--- src/rtl/digit_entry_reg.sv ---
// Keypad digit-entry register: shifts BCD keys into a DIGITS-wide buffer, LSD first.
// Define DIGIT_ENTRY_BKSP_EN to enable the backspace strobe.
module digit_entry_reg #(
    parameter int DIGITS = 4,
    parameter int ROLL   = 0,
    parameter int CW     = $clog2(DIGITS + 1)
) (
    input  logic                  clk,
    input  logic                  rst,
    input  logic                  key_valid,
    input  logic [3:0]            key_in,
    output logic                  key_ready,
    input  logic                  clr,
    input  logic                  bksp,
    input  logic                  enter,
    output logic [4*DIGITS-1:0]   digits,
    output logic [CW-1:0]         count,
    output logic                  full,
    output logic                  err,
    output logic [4*DIGITS-1:0]   value,
    output logic                  value_valid
);

    localparam int W = 4 * DIGITS;
    localparam logic ROLL_EN = (ROLL != 0);
    localparam logic [CW-1:0] CNT_MAX = CW'(DIGITS);

    logic [W-1:0]  buf_q, buf_d;
    logic [W-1:0]  val_q, val_d;
    logic [CW-1:0] cnt_q, cnt_d;
    logic          err_q, err_d;
    logic          vv_q, vv_d;
    logic          full_q;
    logic          bksp_act;

`ifdef DIGIT_ENTRY_BKSP_EN
    assign bksp_act = bksp;
`else
    logic bksp_unused;
    assign bksp_unused = bksp;
    assign bksp_act    = 1'b0;
`endif

    assign full_q    = (cnt_q == CNT_MAX);
    assign key_ready = ~full_q | ROLL_EN;

    // Strict priority: only the highest active event updates state.
    always_comb begin
        buf_d = buf_q;
        cnt_d = cnt_q;
        val_d = val_q;
        err_d = 1'b0;
        vv_d  = 1'b0;
        if (clr) begin
            buf_d = '0;
            cnt_d = '0;
        end else if (bksp_act) begin
            if (cnt_q != '0) begin
                buf_d = {4'd0, buf_q[W-1:4]};
                cnt_d = cnt_q - CW'(1);
            end
        end else if (enter) begin
            val_d = buf_q;
            vv_d  = 1'b1;
            buf_d = '0;
            cnt_d = '0;
        end else if (key_valid) begin
            if (!key_ready || key_in > 4'd9) begin
                err_d = 1'b1;
            end else if (!(cnt_q == '0 && key_in == 4'd0)) begin
                // In roll mode the shift drops the MSD once full.
                buf_d = {buf_q[W-5:0], key_in};
                if (!full_q) begin
                    cnt_d = cnt_q + CW'(1);
                end
            end
        end
    end

    always_ff @(posedge clk) begin
        if (rst) begin
            buf_q <= '0;
            cnt_q <= '0;
            val_q <= '0;
            err_q <= 1'b0;
            vv_q  <= 1'b0;
        end else begin
            buf_q <= buf_d;
            cnt_q <= cnt_d;
            val_q <= val_d;
            err_q <= err_d;
            vv_q  <= vv_d;
        end
    end

    assign digits      = buf_q;
    assign count       = cnt_q;
    assign full        = full_q;
    assign err         = err_q;
    assign value       = val_q;
    assign value_valid = vv_q;

endmodule

--- config.mk ---
export PLATFORM = sky130hd
export DESIGN_NAME = digit_entry_reg
export DESIGN_NICKNAME = d
export VERILOG_FILES = /design/src/rtl/digit_entry_reg.sv
export SDC_FILE = /design/constraint.sdc
export NUM_CORES = 1
export LEC_CHECK = 0
export ABC_AREA = 1
export CAP_MARGIN = 10
export CORE_MARGIN = 2
export CORE_UTILIZATION = 40
export CTS_CLUSTER_SIZE = 30
export DETAILED_ROUTE_END_ITERATION = 6
export GPL_ROUTABILITY_DRIVEN = 0
export PLACE_DENSITY = 0.7
export SLEW_MARGIN = 25
export SYNTH_ARGS = -nofsm -noshare
export SYNTH_HDL_FRONTEND = slang
export SYNTH_SLANG_ARGS = --single-unit
--- constraint.sdc ---
create_clock -name clk -period 1.5 [get_ports clk]
set_input_delay 0.375 -clock clk [delete_from_list [all_inputs] [get_ports clk]]
set_output_delay 0.375 -clock clk [all_outputs]
set_load 0.01 [all_outputs]
==> flow_summary_export.csv <==
group,metric,value,unit
sta,min_period_over_period,96.2,%
yosys,syn_nets,219,
drt,drc,0,
clock_network,clk_latency,0.29,ns
floorplan,fp.dieW,66.4,um
yosys,synth-main-ff-cell,"dfxtp_1",
global_routing,grt_pass1_vias,1319,
status,status,"complete, no violations",
floorplan,die_h,66.4,um
sta,post-route-min-period,1.44,ns
yosys,synth_warnings,0,
job,maxCapViolations,0,
sta,hold_viol,0,
power,p_leak,1.05,nW
cells_and_area,area_growth,43.7,%
yosys,synth_top_family_by_area,"simple AND/OR/NAND/NOR gates",
yosys,synth_compound_area_share,7.40,%
drt,vias,1476,
yosys,synth_fa_ha_area_share,1.61,%
yosys,yosys.area_share.xor_xnor,0,%
critical_path,startpoint_type,"register",
drt,wl_per_cell,11.7,um
drt,wirelength,3660,um
critical_path,crit_fanout,2,
yosys,netlist_area,1560,sq um
yosys,synth-seq-area-share,47.6,%
sta,finalSetupViolCount,0,
sta,maxSlewHeadroom,83.6,%
clock_network,numCtsBuffers,5,
sta,fmax,0.693,GHz
power,ir_worst_vdd,0.443,mV
cells_and_area,finalNetCount,276,
drt,drt_iter0_markers,71,
floorplan,core,3690,sq um
cells_and_area,num_antenna_cells,0,
clock_network,htree_levels,2,
drt,ant_nets,0,
yosys,ys_top_cells_by_count,"nor2_1, dfxtp_1, nand2_1",
cells_and_area,drive_gt1_share,15.8,%
yosys,synth_edf_count,0,
power,p_per_area,891,nW/um^2
sta,drv_slew,0,
clock_network,cts_hold_buf,0,
sta,tightest_slew,0.245,ns
yosys,synth.most_common_cell,"nor2_1",
drt,dr.pass1.iters,4,
yosys,synth_top_area_cell,"dfxtp_1",
yosys,synth_cell_type_count,19,
clock_network,clock-root-buffer,"clkbuf_8",
global_routing,antenna_found_initial,0,
yosys,synthArstFlopShare,0,%
floorplan,start_util,42.2,%
sta,hold_slack,0.465,ns
clock_network,cts_buffer_depth,2,
critical_path,end_kind,"output pin",
sta,final.setup.tns,0,ns
floorplan,fp.dieArea,4400,sq um
place,dp_hpwl,2630,um
worst_hold_path,hold_class,"reg2reg",
sta,finalClockSkew,0.00215,ns
yosys,synthCells,207,
yosys,synth_simple_gate_area_share,31.3,%
yosys,ys_seq_elements,37,
cells_and_area,fillerInstances,374,
critical_path,required,1.12,ns
place,port_buffers,47,
clock_network,clk_pin_slew_worst_paths,0.07,ns
yosys,synth_top_area_share,47.6,%
critical_path,cp.arrival,1.07,ns
global_routing,overflow,0,
cells_and_area,design_area,2230,sq um
yosys,synth_mux_area_share,0,%
critical_path,criticalPathCategory,"reg2out",
yosys,synth_area_leaders,"dfxtp_1, nor2_1, nand4_1, nand2_1, inv_1",
drt,vias_per_cell,4.72,
place,postPlaceCellArea,2170,sq um
global_routing,globalRouteTotalUtil,18.2,%
yosys,synth_area_per_cell,7.51,sq um
global_routing,grt_pass1_wl,6110,um
global_routing,grt_max_degree,21,
clock_network,clkSinkCount,37,
floorplan,rows,22,
place,dp.cells,304,
floorplan,io_pins,49,
clock_network,cts_tree,"built",
cells_and_area,fin_cells,313,
## state kept, by name (all words and copies together) (netlist names)
signal and count:
digits 16, value_valid 1, value 16, err 1, count 3
## worst max-delay path, cell delays in order, from the launching register on
cell	delay, ns
dfxtp_2	0.34
inv_2	0.05
ha_4	0.16
nand2_2	0.07
inv_2	0.03
buf_2	0.13
## routing by layer
layer,track usage (%),vias up,part of all wire [%]
li1,-,776,-
met4,6.89,0,1.7
met2,27.5,44,43
met3,5.45,8,6.3
met5,0,-,0
met1,24.4,648,49
## through the flow
step                power [mW]  setup slack, ns  util (%)
floorplan                 1.21           0.0534         -
global placement          1.34           -0.193      58.8
detailed placement        1.34           -0.220      58.8
CTS                       2.00          -0.0816      59.9
global route              2.11         -0.00804      60.6
finish                    1.99           0.0573      60.6
## power breakdown
part           internal, mW  switching, mW  total (mW)
clock                 0.321          0.363       0.684
combinational         0.128          0.151       0.279
sequential             1.01         0.0163        1.03
## cells in the final DEF, fill, tap and decap left out, types with 8 or more instances in the layout
cell	count
nor2_1	52
dlygate4sd2_1	36
dfxtp_1	35
nand2_1	31
inv_1	23
nand4_1	19
buf_4	13
a211oi_1	12
clkdlybuf4s50_1	8
## cells by family (layout without fill, tap and decap cells)
family / after synthesis / in the layout
AOI/OAI and AO/OA: 17 / 17
adders and majority gates: 2 / 2
buffers and inverters: 41 / 99
DFF: 37 / 37
and+or+nand+nor: 110 / 110
## area by class of cell
type	instances	area, sq um	share of cell area [%]
clock buffer	5	68.8	3.08
clock inverter	3	17.5	0.784
inverter	27	106	4.76
multi-input combinational	129	657	29.4
sequential	37	743	33.3
tap	48	60.1	2.69
timing repair buffer	63	576	25.8
timing repair inverter	1	6.26	0.280
## what timing repair did
action / 4_1_cts / 5_1_grt
setup endpoints to repair: 56 / 22
gates cloned: 0 / 1
pin swaps: 0 / 2
gates resized for setup: 45 / 11
buffers inserted: 0 / 0
## path summary, 6_finish.rpt
kind	start	to	slack [ns]	depth (start not counted)
setup / recovery	count[0]	full	0.06	5
hold / removal	value[15]	value[15]	0.46	2
setup reg to reg	count[0]	digits[8]	0.08	10
hold reg to reg	value[15]	value[15]	0.46	2
No activity file was read; power rests on OpenSTA's default activity.
